File: config.mk
export PLATFORM = sky130hd
export DESIGN_NAME = seq_divider_flat
export DESIGN_NICKNAME = d
export VERILOG_FILES = /design/src/rtl/seq_divider_if.sv /design/src/rtl/seq_divider.sv /design/src/flat_wrapper.sv
export SDC_FILE = /design/constraint.sdc
export NUM_CORES = 1
export LEC_CHECK = 0
export CAP_MARGIN = 20
export CORE_ASPECT_RATIO = 2
export CORE_MARGIN = 2
export CORE_UTILIZATION = 59
export CTS_CLUSTER_DIAMETER = 80
export DETAILED_ROUTE_END_ITERATION = 16
export PLACE_DENSITY = 0.95
export SYNTH_ARGS = -nofsm -noshare
export SYNTH_HDL_FRONTEND = slang
export SYNTH_SLANG_ARGS = --single-unit
File: constraint.sdc
create_clock -name clk -period 6.55 [get_ports clk]
set_input_delay 0.9825 -clock clk [delete_from_list [all_inputs] [get_ports clk]]
set_output_delay 0.9825 -clock clk [all_outputs]
set_load 0.02 [all_outputs]
File: src/rtl/seq_divider_if.sv
// Operand/result bundle for the iterative divider.
// The master side presents operands; the slave side (the divider) returns
// the quotient, remainder and status.
interface seq_divider_if #(
    parameter int WS = 32
) ();
    logic          iev;
    logic [WS-1:0] ix;
    logic [WS-1:0] iy;
    logic          ready;
    logic          ov;
    logic [WS-1:0] q;
    logic [WS-1:0] r;
    logic          dz;

    modport master (output iev, ix, iy, input ready, ov, q, r, dz);
    modport slave  (input iev, ix, iy, output ready, ov, q, r, dz);
endinterface

File: src/rtl/seq_divider.sv
// Iterative restoring unsigned divider, one quotient bit per clock.
// A zero divisor bypasses the iteration and reports all-ones / dividend
// with the dz flag. The embedded property ties every result back to the
// latched operands: q*d + r == n and r < d.
module seq_divider #(
    parameter int WS = 32,
    parameter int WL = 2 * WS
) (
    input  logic           clk,
    input  logic           rst_n,
    seq_divider_if.slave   bus
);
    localparam int CW = $clog2(WS);

    typedef enum logic [1:0] {IDLE, RUN, DONE} state_t;

    state_t        state_reg;
    logic [WS-1:0] n_reg;
    logic [WS-1:0] d_reg;
    logic [WS-1:0] acc_reg;
    logic [WS-1:0] quo_reg;
    logic [CW-1:0] count_reg;
    logic [WS-1:0] q_reg;
    logic [WS-1:0] r_reg;
    logic          dz_reg;

    logic [WS:0]   t;
    logic [WS-1:0] acc_next;
    logic [WS-1:0] quo_next;

    // One restoring step: trial-subtract the divisor from the shifted partial remainder.
    always_comb begin
        t        = {acc_reg, quo_reg[WS-1]} - {1'b0, d_reg};
        acc_next = t[WS] ? {acc_reg[WS-2:0], quo_reg[WS-1]} : t[WS-1:0];
        quo_next = {quo_reg[WS-2:0], ~t[WS]};
    end

    // Control FSM plus datapath registers; results only change on entry to DONE.
    always_ff @(posedge clk or negedge rst_n) begin
        if (!rst_n) begin
            state_reg <= IDLE;
            n_reg     <= '0;
            d_reg     <= '0;
            acc_reg   <= '0;
            quo_reg   <= '0;
            count_reg <= '0;
            q_reg     <= '0;
            r_reg     <= '0;
            dz_reg    <= 1'b0;
        end else begin
            case (state_reg)
                IDLE: begin
                    if (bus.iev) begin
                        n_reg <= bus.ix;
                        d_reg <= bus.iy;
                        if (bus.iy != '0) begin
                            state_reg <= RUN;
                            count_reg <= '0;
                            acc_reg   <= '0;
                            quo_reg   <= bus.ix;
                        end else begin
                            state_reg <= DONE;
                            q_reg     <= '1;
                            r_reg     <= bus.ix;
                            dz_reg    <= 1'b1;
                        end
                    end
                end
                RUN: begin
                    acc_reg <= acc_next;
                    quo_reg <= quo_next;
                    if (count_reg == CW'(WS - 1)) begin
                        q_reg     <= quo_next;
                        r_reg     <= acc_next;
                        dz_reg    <= 1'b0;
                        state_reg <= DONE;
                    end else begin
                        count_reg <= count_reg + 1'b1;
                    end
                end
                DONE: begin
                    state_reg <= IDLE;
                end
                default: begin
                    state_reg <= IDLE;
                end
            endcase
        end
    end

    // Status decoded purely from the registered state.
    assign bus.ready = (state_reg == IDLE);
    assign bus.ov    = (state_reg == DONE);
    assign bus.q     = q_reg;
    assign bus.r     = r_reg;
    assign bus.dz    = dz_reg;

    // Full-width reconstruction of the dividend from the result.
    logic [WL-1:0] recon;
    assign recon = WL'(q_reg) * WL'(d_reg) + WL'(r_reg);

    // Safety property: a valid result always reconstructs the latched dividend.
    a_div_ok: assert property (@(posedge clk) disable iff (!rst_n)
        (bus.ov && !dz_reg) |-> (recon == WL'(n_reg)) && (r_reg < d_reg));
    a_dz_ok: assert property (@(posedge clk) disable iff (!rst_n)
        (bus.ov && dz_reg) |-> (q_reg == '1) && (r_reg == n_reg));
endmodule

File: src/flat_wrapper.sv
// flat-port wrapper written by rule: the top's interface ports become plain ports
module seq_divider_flat 
#(
    parameter int WS = 32,
    parameter int WL = 2 * WS
)
  (clk, rst_n, bus_iev, bus_ix, bus_iy, bus_ready, bus_ov, bus_q, bus_r, bus_dz);
  seq_divider_if #(.WS(WS)) bus_i ();
  input  logic clk;
  input  logic rst_n;
  input wire logic [$bits(bus_i.iev)-1:0] bus_iev;
  input wire logic [$bits(bus_i.ix)-1:0] bus_ix;
  input wire logic [$bits(bus_i.iy)-1:0] bus_iy;
  output wire logic [$bits(bus_i.ready)-1:0] bus_ready;
  output wire logic [$bits(bus_i.ov)-1:0] bus_ov;
  output wire logic [$bits(bus_i.q)-1:0] bus_q;
  output wire logic [$bits(bus_i.r)-1:0] bus_r;
  output wire logic [$bits(bus_i.dz)-1:0] bus_dz;
  assign bus_i.iev = bus_iev;
  assign bus_i.ix = bus_ix;
  assign bus_i.iy = bus_iy;
  assign bus_ready = bus_i.ready;
  assign bus_ov = bus_i.ov;
  assign bus_q = bus_i.q;
  assign bus_r = bus_i.r;
  assign bus_dz = bus_i.dz;
  seq_divider #(.WS(WS), .WL(WL)) u_core (.clk(clk), .rst_n(rst_n), .bus(bus_i));
endmodule
# Word-level counts from Yosys, hierarchy flattened
# Cells that the tools add are included.
[totals]
regBits = 168
latchBits = 0
ramBits = 0
romBits = 0
input_bits = 67
word_cells = 54
n_memories = 0
[classes]
add_sub_neg = 2
n_mul = 0
div = 0
order_cmp = 0
eq_ne = 8
shifts = 0
mux = 27
bitwise = 1
reduce_logical = 8
[op_table]
columns = ["op", "count"]
rows = [
  ["$mux W32", 11],
  ["$pmux W32 S2", 4],
  ["$sub A33 B32 Y33", 1],
  ["$reduce_bool A32 Y1", 1],
  ["$mux W5", 3],
  ["$pmux W5 S2", 1],
  ["$reduce_and A4 Y1", 2],
  ["$mux W2", 3],
  ["$ne A2 B2 Y1 const B", 3],
  ["$add A5 B1 Y5 const B", 1],
  ["$eq A5 B5 Y1 const B", 1],
  ["$ne A2 B1 Y1 const B", 2],
  ["$pmux W2 S2", 1],
  ["$reduce_and A2 Y1", 2],
  ["$mux W1", 3],
  ["$reduce_and A3 Y1", 1],
  ["$eq A2 B1 Y1 const B", 1],
  ["$eq A2 B2 Y1 const B", 1],
  ["$logic_not A2 Y1", 1],
  ["$pmux W1 S2", 1],
  ["$reduce_bool A2 Y1", 1],
  ["$not A1 Y1", 1],
]

# Logic depth before layout (Yosys ltp)
# Gate-level depths: netlist (run 1).
[logic_depth]
ltp_word = 4
mapped_depth = 13
mapped_depth_nobuf = 12

# Least setup slack after synthesis (run 1)
# No wires, ideal clock.
[synth_path]
kind = "reg-to-reg"
startpoint = "register u_core.quo_reg[31]"
endpoint = "register u_core.r_reg[22] (netlist: u_core.bus.r[22])"
setup_ps = 126
arrival_ps = 2811
t_required_ps = 6424
path_slack_ps = 3613
path_stages_with_launch = 13
n_path_buf = 0
synth_period_minus_slack_ps = 2937
cell_sequence = "dfrtp_1 -> inv_1 -> ha_1 -> fa_1 -> nand2b_1 -> a21oi_1 -> o21ai_1 -> o21a_1 -> o21a_1 -> nand2_4 -> xor2_4 -> mux2_4 -> a221o_1"
[synth_via]
elab_chain_len = 4
[synth_rtl]
columns = ["item", "line_no", "text"]
rows = [
  ["from (decl)", "seq_divider.sv:21", "logic [WS-1:0] quo_reg;"],
  ["from (signal assigned)", "seq_divider.sv:60", "quo_reg <= bus.ix;"],
  ["from (signal assigned)", "seq_divider.sv:71", "quo_reg <= quo_next;"],
  ["$sub A33 B32 Y33", "seq_divider.sv:33", "t = {acc_reg, quo_reg[WS-1]} - {1'b0, d_reg};"],
  ["$mux W32", "seq_divider.sv:34", "acc_next = t[WS] ? {acc_reg[WS-2:0], quo_reg[WS-1]} : t[WS-1:0];"],
  ["$mux W32", "seq_divider.sv:72", "if (count_reg == CW'(WS - 1)) begin"],
  ["$pmux W32 S2", "seq_divider.sv:51", "case (state_reg)"],
  ["to (signal assigned)", "seq_divider.sv:64", "r_reg <= bus.ix;"],
  ["to (signal assigned)", "seq_divider.sv:74", "r_reg <= acc_next;"],
  ["to (decl)", "seq_divider.sv:24", "logic [WS-1:0] r_reg;"],
]
# Every way passes these cells. The select of a mux whose other input is x is not followed.
# A chain may end at the register's enable or synchronous reset.

# Final worst setup path (run 1)
# Same ends and word-level chain as after synthesis.

==> results.ini, run 1 <==
[die]
fp.coreArea_um2=14800
die-width_um=91.0
rows=63
die_area_um2=16200
die_y_um=178
pin_count=134
start_util_pct=60.3

[setup_path]
cp-end-kind=flip-flop
critPathKind=reg -> reg
cp.required_ns=6.87
cp-start-kind=flip-flop
rrSetupSlack_ns=2.72
cp_max_fo=30
cp.arrival_ns=4.15

[timing]
layout_worst_path_cycle_share_pct=58.5
relSlewSlack_pct=36.5
rsz0062_at_grt=no
fin_crit_ns=3.83
finalHoldViolCount=0
fin_skew_ns=0.00909
clock.fmax_mhz=261
final-setup-viol-count=0
tns_ns=0
worst_slew_pin_slew_ns=0.944
drv_slew=0

[cts]
clk_pin_slew_worst_paths_ns=0.07
cts_buffer_depth=2
cts_resized=0
holdBufCountCts=0
post-cts-setup-buffers=0
ctsRootBufferMaster=clkbuf_16
cts_tree=built
clkLatencyLatePin_ns=0.44
h-tree-depth=4
cts_made_buffers=17
cts_sinks=168

[place]
gp_congestion=0.953
numPortBuffers=133
dp_hpwl_mm=17.5

[global_route]
grt_pass1_wl_mm=40.8
grt_start_max_net_pins=113
grt_remaining_overflow=0
grt_pass1_vias=8009
antenna_found_initial=0
grt.total_usage_pct=31.9

[yosys]
synth.distinct_cells=58
avgSynthCellArea_um2=9.52
synthTopCellsByCount=dfrtp_1, nand2_1, o21ai_0
syn_nets=1041
yosysWarnings=0
ys.flop_type=dfrtp_1
yosysTopAreaCellShare_pct=47.0
ys_seq_area_share_pct=47.0
synth_area_um2=8940
synth_top_cell_by_area=dfrtp_1
synth-async-reset-ratio_pct=100
synth.top_cells.by_area=dfrtp_1, mux2i_1, nand2_1
yosysMostFrequentCell=dfrtp_1
synth-seq-cells=168
postSynthCellCount=939
synth_edf_count=0

[routing]
antenna_left=0
dr.pass1.iters=6
first_iter_violations=725
drc=0
via_per_inst=6.34
totalWireLength_mm=25.3
wire_per_inst_um=20.2
vias=7952

[run]
cap_viol_max_count=0

[min_path]
hold_class=in -> async

[finish]
diodes=0
layout.nets=1149
drive_gt1_share_pct=5.57
area_growth_pct=23.5

[run_status]
status=finished clean

[layout make-up]
cell class,count,area [um2]
fillers,966,3780
inverters,36,135
multi-input cells,679,4380
well taps,195,244
flip-flops and latches,168,4200
repair buffers,145,1480
clock buffers,18,439
clock inverters,14,163
[per-layer routing]
metal	wire length (um)	share of wire, %	track usage [%]
met1	9130	36	36.6
met2	13100	52	56.0
met3	1420	5.6	4.86
met4	1620	6.4	19.0
met5	0	0	0
[final timing paths]
path,start,to,cells after the start
max,u_core.quo_reg[31],u_core.bus.r[22],13
min,rst_n,u_core.d_reg[6],1
max reg2reg,u_core.quo_reg[31],u_core.bus.r[22],13
min reg2reg,u_core.bus.q[25],u_core.bus.q[25],1
max in group asynchronous,rst_n,u_core.acc_reg[26],2
min in group clk,u_core.bus.q[25],u_core.bus.q[25],1
[per-stage QoR]
step | setup WS (ns) | cell area [um2] | util [%] | hold WS [ns] | std cells
floorplan | 3.61 | 8940 | - | 0.472 | 939
global placement | 2.48 | 10400 | 69.9 | 0.469 | 1220
detailed placement | 2.62 | 10400 | 70.1 | 0.477 | 1221
CTS | 2.77 | 11000 | 74.2 | 0.491 | 1253
global route | 2.55 | 11000 | 74.5 | 0.440 | 1255
finish | 2.72 | 11000 | 74.5 | 0.420 | 1255
[cells in the final DEF, fill, tap and decap left out, types with 4 or more instances in the layout]
cell type | netlist | final
dfrtp_1 | 168 | 168
clkdlybuf4s50_1 | 0 | 132
nand2_1 | 130 | 129
o21ai_0 | 93 | 93
a21oi_1 | 66 | 66
mux2i_1 | 57 | 57
o21ai_1 | 48 | 48
inv_1 | 35 | 35
ha_1 | 34 | 34
o22a_1 | 31 | 31
nor2_1 | 28 | 28
and3_1 | 26 | 26
xnor2_1 | 19 | 19
clkbuf_16 | 0 | 17
xor2_1 | 13 | 13
nand4_1 | 11 | 11
a31oi_1 | 11 | 11
nor4_1 | 10 | 10
or3_1 | 10 | 10
buf_4 | 0 | 9
o21a_1 | 8 | 8
nor2b_1 | 7 | 6
nand2b_1 | 6 | 6
and2_1 | 7 | 6
a21o_1 | 6 | 6
nand3_1 | 5 | 5
nor3_1 | 4 | 4
a211oi_1 | 4 | 4
clkinv_4 | 0 | 4
inv_6 | 0 | 4
[cell families after synthesis]
logic type	share of synthesized area, %
adders and majority gates	4.98
xor gates and xnor gates	3.44
muxes	6.80
AOI/OAI and AO/OA	19.9
buffers and inverters	4.28
DFF	47.0
and+or+nand+nor	13.6
[worst max-delay path, stage by stage (launching register included)]
cell,delay [ns]
dfrtp_1,0.41
inv_1,0.09
ha_1,0.25
fa_1,0.44
nand2b_1,0.19
a21oi_1,0.21
o21ai_1,0.15
o21a_1,0.27
o21a_1,0.28
nand2_4,0.14
xor2_4,0.15
buf_4,0.45
mux2_4,0.36
a221o_1,0.32
Power of run 1 is left out: the tool's default activity adds up to more than one toggle a clock period on the data nets, which glitch-free logic cannot reach.
==> run 2, diff against run 1 <==
- CORE_UTILIZATION: 59 -> 55
- PLACE_DENSITY: 0.95 -> 0.92
- clock period: 6.55 -> 3.95 ns (I/O delays scaled with it)
==> run 2 against run 1 <==
  * Critical path depth unchanged
  * Routed wire length increased by 2.2%
  * Register-to-register slack got worse by 2.4 ns
  * Count of clock-buffer cells in the layout decreased by 1
  * Global-route usage decreased by 1.5 points
  * Highest routed layer unchanged
  * Clock skew increased by 0.0043 ns
  * Fmax increased by 4.5%
==> results.ini, run 2 (synthesized netlist as in run 1, its figures left out) <==
[global_route]
grt_start_max_net_pins=91  ; -19%
grt.total_usage_pct=30.5  ; -1.5 points
grt_remaining_overflow=0  ; unchanged
grt_pass1_wl_mm=40.9  ; +0.19%
grt_pass1_vias=7918  ; -1.1%
antenna_found_initial=0  ; unchanged

[setup_path]
rrSetupSlack_ns=0.29  ; -2.44 ns
reg2reg_depth=13  ; unchanged
critPathBufInv=2  ; unchanged
cp.arrival_ns=3.97  ; -0.18 ns
cp_slowest_cell=xor2_4
r2r-start=u_core.quo_reg[31]
cp_top_family=compound AO/OA/AOI/OAI gates
cp-start-kind=flip-flop
cp_max_fo=19  ; -37%
crit_cells=13  ; unchanged
slowest_delay_ns=0.42  ; -0.03 ns
r2r_end=u_core.bus.r[5]
path_cells=inv_1 -> ha_1 -> fa_1 -> nand2b_1 -> a21oi_1 -> o21ai_1 -> o21a_1 -> o21a_1 -> nand2_4 -> xor2_4 -> buf_4 -> mux2i_1 -> o21ai_1
cp.required_ns=4.26  ; -2.61 ns
cp-end-kind=flip-flop
critPathKind=reg -> reg

[finish]
layout.nets=1152  ; +0.26%
diodes=0  ; unchanged
area_growth_pct=23.5  ; about the same
layout_common_cells=dfrtp_1, clkdlybuf4s50_1, nand2_1, o21ai_0, a21oi_1
mostFrequentLayoutCell=dfrtp_1
drive_gt1_share_pct=5.83  ; +0.27 points

[timing]
fin_skew_ns=0.0134  ; +0.00426 ns
fin_crit_ns=3.66  ; -0.164 ns
tns_ns=0  ; unchanged
rsz0062_at_grt=no
finalHoldViolCount=0  ; unchanged
worst_slew_pin_slew_ns=0.846  ; -0.0974 ns
whs_ns=0.203  ; -0.217 ns
final-setup-viol-count=0  ; unchanged
clock.fmax_mhz=273  ; +4.5%
drv_slew=0  ; unchanged
layout_worst_path_cycle_share_pct=92.8  ; +34 points
relSlewSlack_pct=43.6  ; +7.0 points

[cts]
cts_resized=0  ; unchanged
clk_pin_slew_worst_paths_ns=0.08  ; about the same
h-tree-depth=4  ; unchanged
cts_sinks=168  ; unchanged
cts_made_buffers=17  ; unchanged
cts_tree=built
holdBufCountCts=0  ; unchanged
clkLatencyLatePin_ns=0.45  ; about the same
post-cts-setup-buffers=0  ; unchanged
ctsRootBufferMaster=clkbuf_16
cts_buffer_depth=2  ; unchanged

[place]
numPortBuffers=133  ; unchanged
gp_congestion=0.942  ; -1.1%
dp_hpwl_mm=18.7  ; +6.8%

[die]
die_y_um=184  ; +3.5%
rows=66  ; +4.8%
fp.coreArea_um2=16100  ; +8.7%
start_util_pct=55.5  ; -4.8 points
pin_count=134  ; unchanged
die_area_um2=17300  ; +7.0%
die-width_um=94.1  ; +3.4%

[routing]
wire_per_inst_um=20.4  ; +1.2%
vias=7921  ; -0.39%
totalWireLength_mm=25.9  ; +2.2%
first_iter_violations=597  ; -18%
antenna_left=0  ; unchanged
dr.pass1.iters=5  ; -1
via_per_inst=6.25  ; -1.3%
drc=0  ; unchanged

[run]
cap_viol_max_count=0  ; unchanged

[run_status]
status=finished clean

[min_path]
hold_class=in -> async

-- run 2: cell types whose count changed in the layout (fill, tap and decap cells not counted), sizes merged --
cell and change:
clkinv -1, inv +2, buf +3, bufinv -2, clkinvlp +2, clkbuf -1
-- run 2: final cells by class --
type / count / area, um2
Clock inverter: 15 / 194
Sequential cell: 168 / 4200
Timing Repair Buffer: 148 / 1450
Clock buffer: 17 / 425
Tap cell: 204 / 255
Fill cell: 1188 / 5060
Multi-Input combinational cell: 679 / 4380
Inverter: 36 / 135
-- run 2: layer usage --
metal	track usage, %	vias to the layer above	part of all wire (%)
li1	-	3579	-
met1	35.8	3881	36
met2	52.9	369	52
met3	5.27	92	6.3
met4	15.1	0	5.5
met5	0	-	0
-- run 2: how the worst max path moves through the flow --
stage | to | from | slack [ns]
floorplan | u_core.bus.r[22] | u_core.quo_reg[31] | 1.01
global placement | u_core.bus.r[9] | u_core.quo_reg[31] | 0.57
detailed placement | u_core.bus.r[5] | u_core.quo_reg[31] | 0.40
CTS | u_core.bus.r[19] | u_core.quo_reg[31] | 0.32
global route | u_core.bus.r[18] | u_core.quo_reg[31] | 0.05
finish | u_core.bus.r[5] | u_core.quo_reg[31] | 0.29
-- run 2: worst register-to-register path: stages (launching register included) --
cell	delay, ns
dfrtp_1	0.38
inv_1	0.07
ha_1	0.23
fa_1	0.40
nand2b_1	0.19
a21oi_1	0.21
o21ai_1	0.16
o21a_1	0.26
o21a_1	0.25
nand2_4	0.12
xor2_4	0.42
buf_4	0.41
mux2i_1	0.33
o21ai_1	0.11
-- run 2: stage by stage --
step	utilization, %	area [um2]	std cells	setup WS (ns)
2_1_floorplan	-	8940	939	1.01
3_3_place_gp	64.7	10400	1235	0.565
3_5_place_dp	64.7	10400	1235	0.403
4_1_cts	68.5	11000	1267	0.319
5_1_grt	68.5	11000	1267	0.0524
6_report	68.5	11000	1267	0.286
Power of run 2 is left out for the same reason.
==> run 3, diff against run 2 <==
- CORE_UTILIZATION: 55 -> 51
- CTS_BUF_LIST: unset -> sky130_fd_sc_hd__clkbuf_2 sky130_fd_sc_hd__clkbuf_4 sky130_fd_sc_hd__clkbuf_8
- PLACE_DENSITY: 0.92 -> 0.9
- clock period: 3.95 -> 3 ns (I/O delays scaled with it)
==> run 3 against run 2 <==
  * The flow now finishes with violations (hold timing, setup timing)
  * Flip-flop and latch count is the same
  * Largest cell class unchanged
  * Core utilization fell by 0.11 points
  * Register-to-register slack got worse by 0.44 ns
  * Final cell count increased by 4.0%
  * Final area grew 6.6%
  * Non-clock buffer count rose by 45
  * Critical path depth decreased by 1
  * First-iteration DRC count rose by 81%
  * Routed wire length grew 14%
  * Clock skew is 0.0040 ns higher
==> results.ini, run 3 (synthesized netlist as in run 1, its figures left out) <==
[place]
post_dp_cell_area_um2=10700  ; +2.8%
gp_congestion=0.927  ; -1.6%
place_inst=1271  ; +2.9%
dp_hpwl_mm=18.3  ; -2.2%
numPortBuffers=133  ; unchanged

[run_status]
violations=hold timing, setup timing
status=finished, violations left

[timing]
drv_slew=0  ; unchanged
final-setup-viol-count=47  ; +47
whs_ns=-0.0245  ; -0.227 ns
layout_worst_path_cycle_share_pct=105  ; +12 points
worst_slew_pin_slew_ns=0.770  ; -0.0763 ns
tns_ns=-2.98  ; -2.98 ns
clock.fmax_mhz=317  ; +16%
finalHoldViolCount=17  ; +17
fin_crit_ns=3.16  ; -0.508 ns
fin_skew_ns=0.0174  ; +0.00405 ns
fin_ws_ns=-0.156  ; -0.442 ns
rsz0062_at_grt=yes
relSlewSlack_pct=48.7  ; +5.1 points

[setup_path]
cp.arrival_ns=3.56  ; -0.41 ns
critPathKind=reg -> reg
cp_top_family=compound AO/OA/AOI/OAI gates
cp-end-kind=flip-flop
critPathBufInv=2  ; unchanged
cp_max_fo=3  ; -16
cp.required_ns=3.40  ; -0.86 ns
cp_slowest_cell=dfrtp_1
path_cells=inv_1 -> ha_1 -> nor2b_1 -> o2111ai_1 -> a21oi_1 -> o31ai_1 -> buf_4 -> o211ai_1 -> a41oi_1 -> xnor2_1 -> mux2i_4 -> o21ai_1
slowest_delay_ns=0.41  ; about the same
cp-start-kind=flip-flop

[global_route]
top_usage_layer=met2
antenna_found_initial=0  ; unchanged
grt_start_max_net_pins=83  ; -8.8%
grt.total_usage_pct=29.3  ; -1.2 points
grtUsageMet3_pct=4.35  ; -0.92 points
grt_use_met2_pct=50.8  ; -2.1 points
use_met1_pct=32.6  ; -3.2 points
grt_pass1_vias=8373  ; +5.7%
grt_pass1_wl_mm=42.9  ; +5.0%
grt_remaining_overflow=0  ; unchanged

[die]
die_area_um2=18700  ; +7.6%
pin_count=134  ; unchanged
rows=68  ; +3.0%
fp.coreArea_um2=17200  ; +6.7%
die-width_um=97.6  ; +3.7%
die_y_um=191  ; +3.8%
start_util_pct=52.0  ; -3.5 points

[routing]
antenna_left=0  ; unchanged
via_per_inst=6.51  ; +4.1%
vias=8577  ; +8.3%
dr.pass1.iters=7  ; +2
first_iter_violations=1079  ; +81%
wire_per_inst_um=22.5  ; +10%
drc=0  ; unchanged
totalWireLength_mm=29.6  ; +14%

[finish]
n_fill_cell=1195  ; +0.59%
register_area_um2=4210  ; about the same
mostFrequentLayoutCell=dfrtp_1
diodes=0  ; unchanged
fin_cells=1318  ; +4.0%
layout_common_cells=dfrtp_1, clkdlybuf4s50_1, nand2_1, o21ai_0, a21oi_1
area_growth_pct=31.6
final_cell_area_um2=11800  ; +6.6%
drive_gt1_share_pct=15.1  ; +9.2 points
layout.nets=1197  ; +3.9%
multi_input_area_um2=4820  ; +10%

[cts]
ctsRootBufferMaster=clkbuf_8
h-tree-depth=4  ; unchanged
cts_sinks=168  ; unchanged
cts_tree=built
clkLatencyLatePin_ns=0.49  ; +0.04 ns
clk_pin_slew_worst_paths_ns=0.11  ; +0.03 ns
cts_buffer_depth=2  ; unchanged
cts_made_buffers=17  ; unchanged

[run]
cap_viol_max_count=0  ; unchanged

[min_path]
hold_class=in -> async

## run 3: changes by cell type in the layout (fill, tap and decap cells not counted), moves of 5 or more
cell,delta
a21oi_2,+7
o21ai_2,+14
o21ai_0,-5
a21oi_1,-8
o21ai_1,-9
buf_12,+7
clkbuf_8,+17
mux2i_1,-25
clkbuf_16,-16
buf_4,+31
mux2i_4,+25
## run 3: worst paths after layout
path | from | depth (start not counted) | to | slack, ns
setup / recovery | u_core.d_reg[1] | 12 | u_core.acc_reg[29] | -0.16
hold / removal | rst_n | 1 | u_core.d_reg[3] | -0.02
setup reg to reg | u_core.d_reg[1] | 12 | u_core.acc_reg[29] | -0.16
hold reg to reg | u_core.bus.q[20] | 1 | u_core.bus.q[20] | 0.50
max in group asynchronous | rst_n | 2 | u_core.bus.q[12] | 2.21
min in group clk | u_core.bus.q[20] | 1 | u_core.bus.q[20] | 0.50
## run 3: timing repair
action / CTS / global route
setup endpoints to repair: 61 / 62
hold buffers: 0 / 0
buffers inserted: 8 / 6
cloned: 2 / 1
resized for setup: 47 / 59
pin swaps: 4 / 25
## run 3: cell type report
| type | instances | area share (%) |
|---|---|---|
| tap | 210 | 2.23 |
| sequential | 168 | 35.8 |
| timing repair buffer | 193 | 16.5 |
| clock inverter | 15 | 1.31 |
| clock buffer | 17 | 1.99 |
| multi-input combinational | 679 | 41.0 |
| inverter | 36 | 1.15 |
## run 3: per-stage QoR
| step | utilization [%] | worst slack (ns) |
|---|---|---|
| 6_report | 68.4 | -0.156 |
| 4_1_cts | 66.6 | 0.000686 |
| 2_1_floorplan | - | 0.0635 |
| 3_3_place_gp | 62.3 | -0.278 |
| 3_5_place_dp | 62.3 | -0.270 |
| 5_1_grt | 68.4 | -0.206 |
## run 3: layer usage
metal	up-vias	part of all wire (%)
met4	0	8.6
met1	4053	34
li1	3667	-
met3	224	7.6
met5	-	0
met2	633	50
Power of run 3 is left out for the same reason.
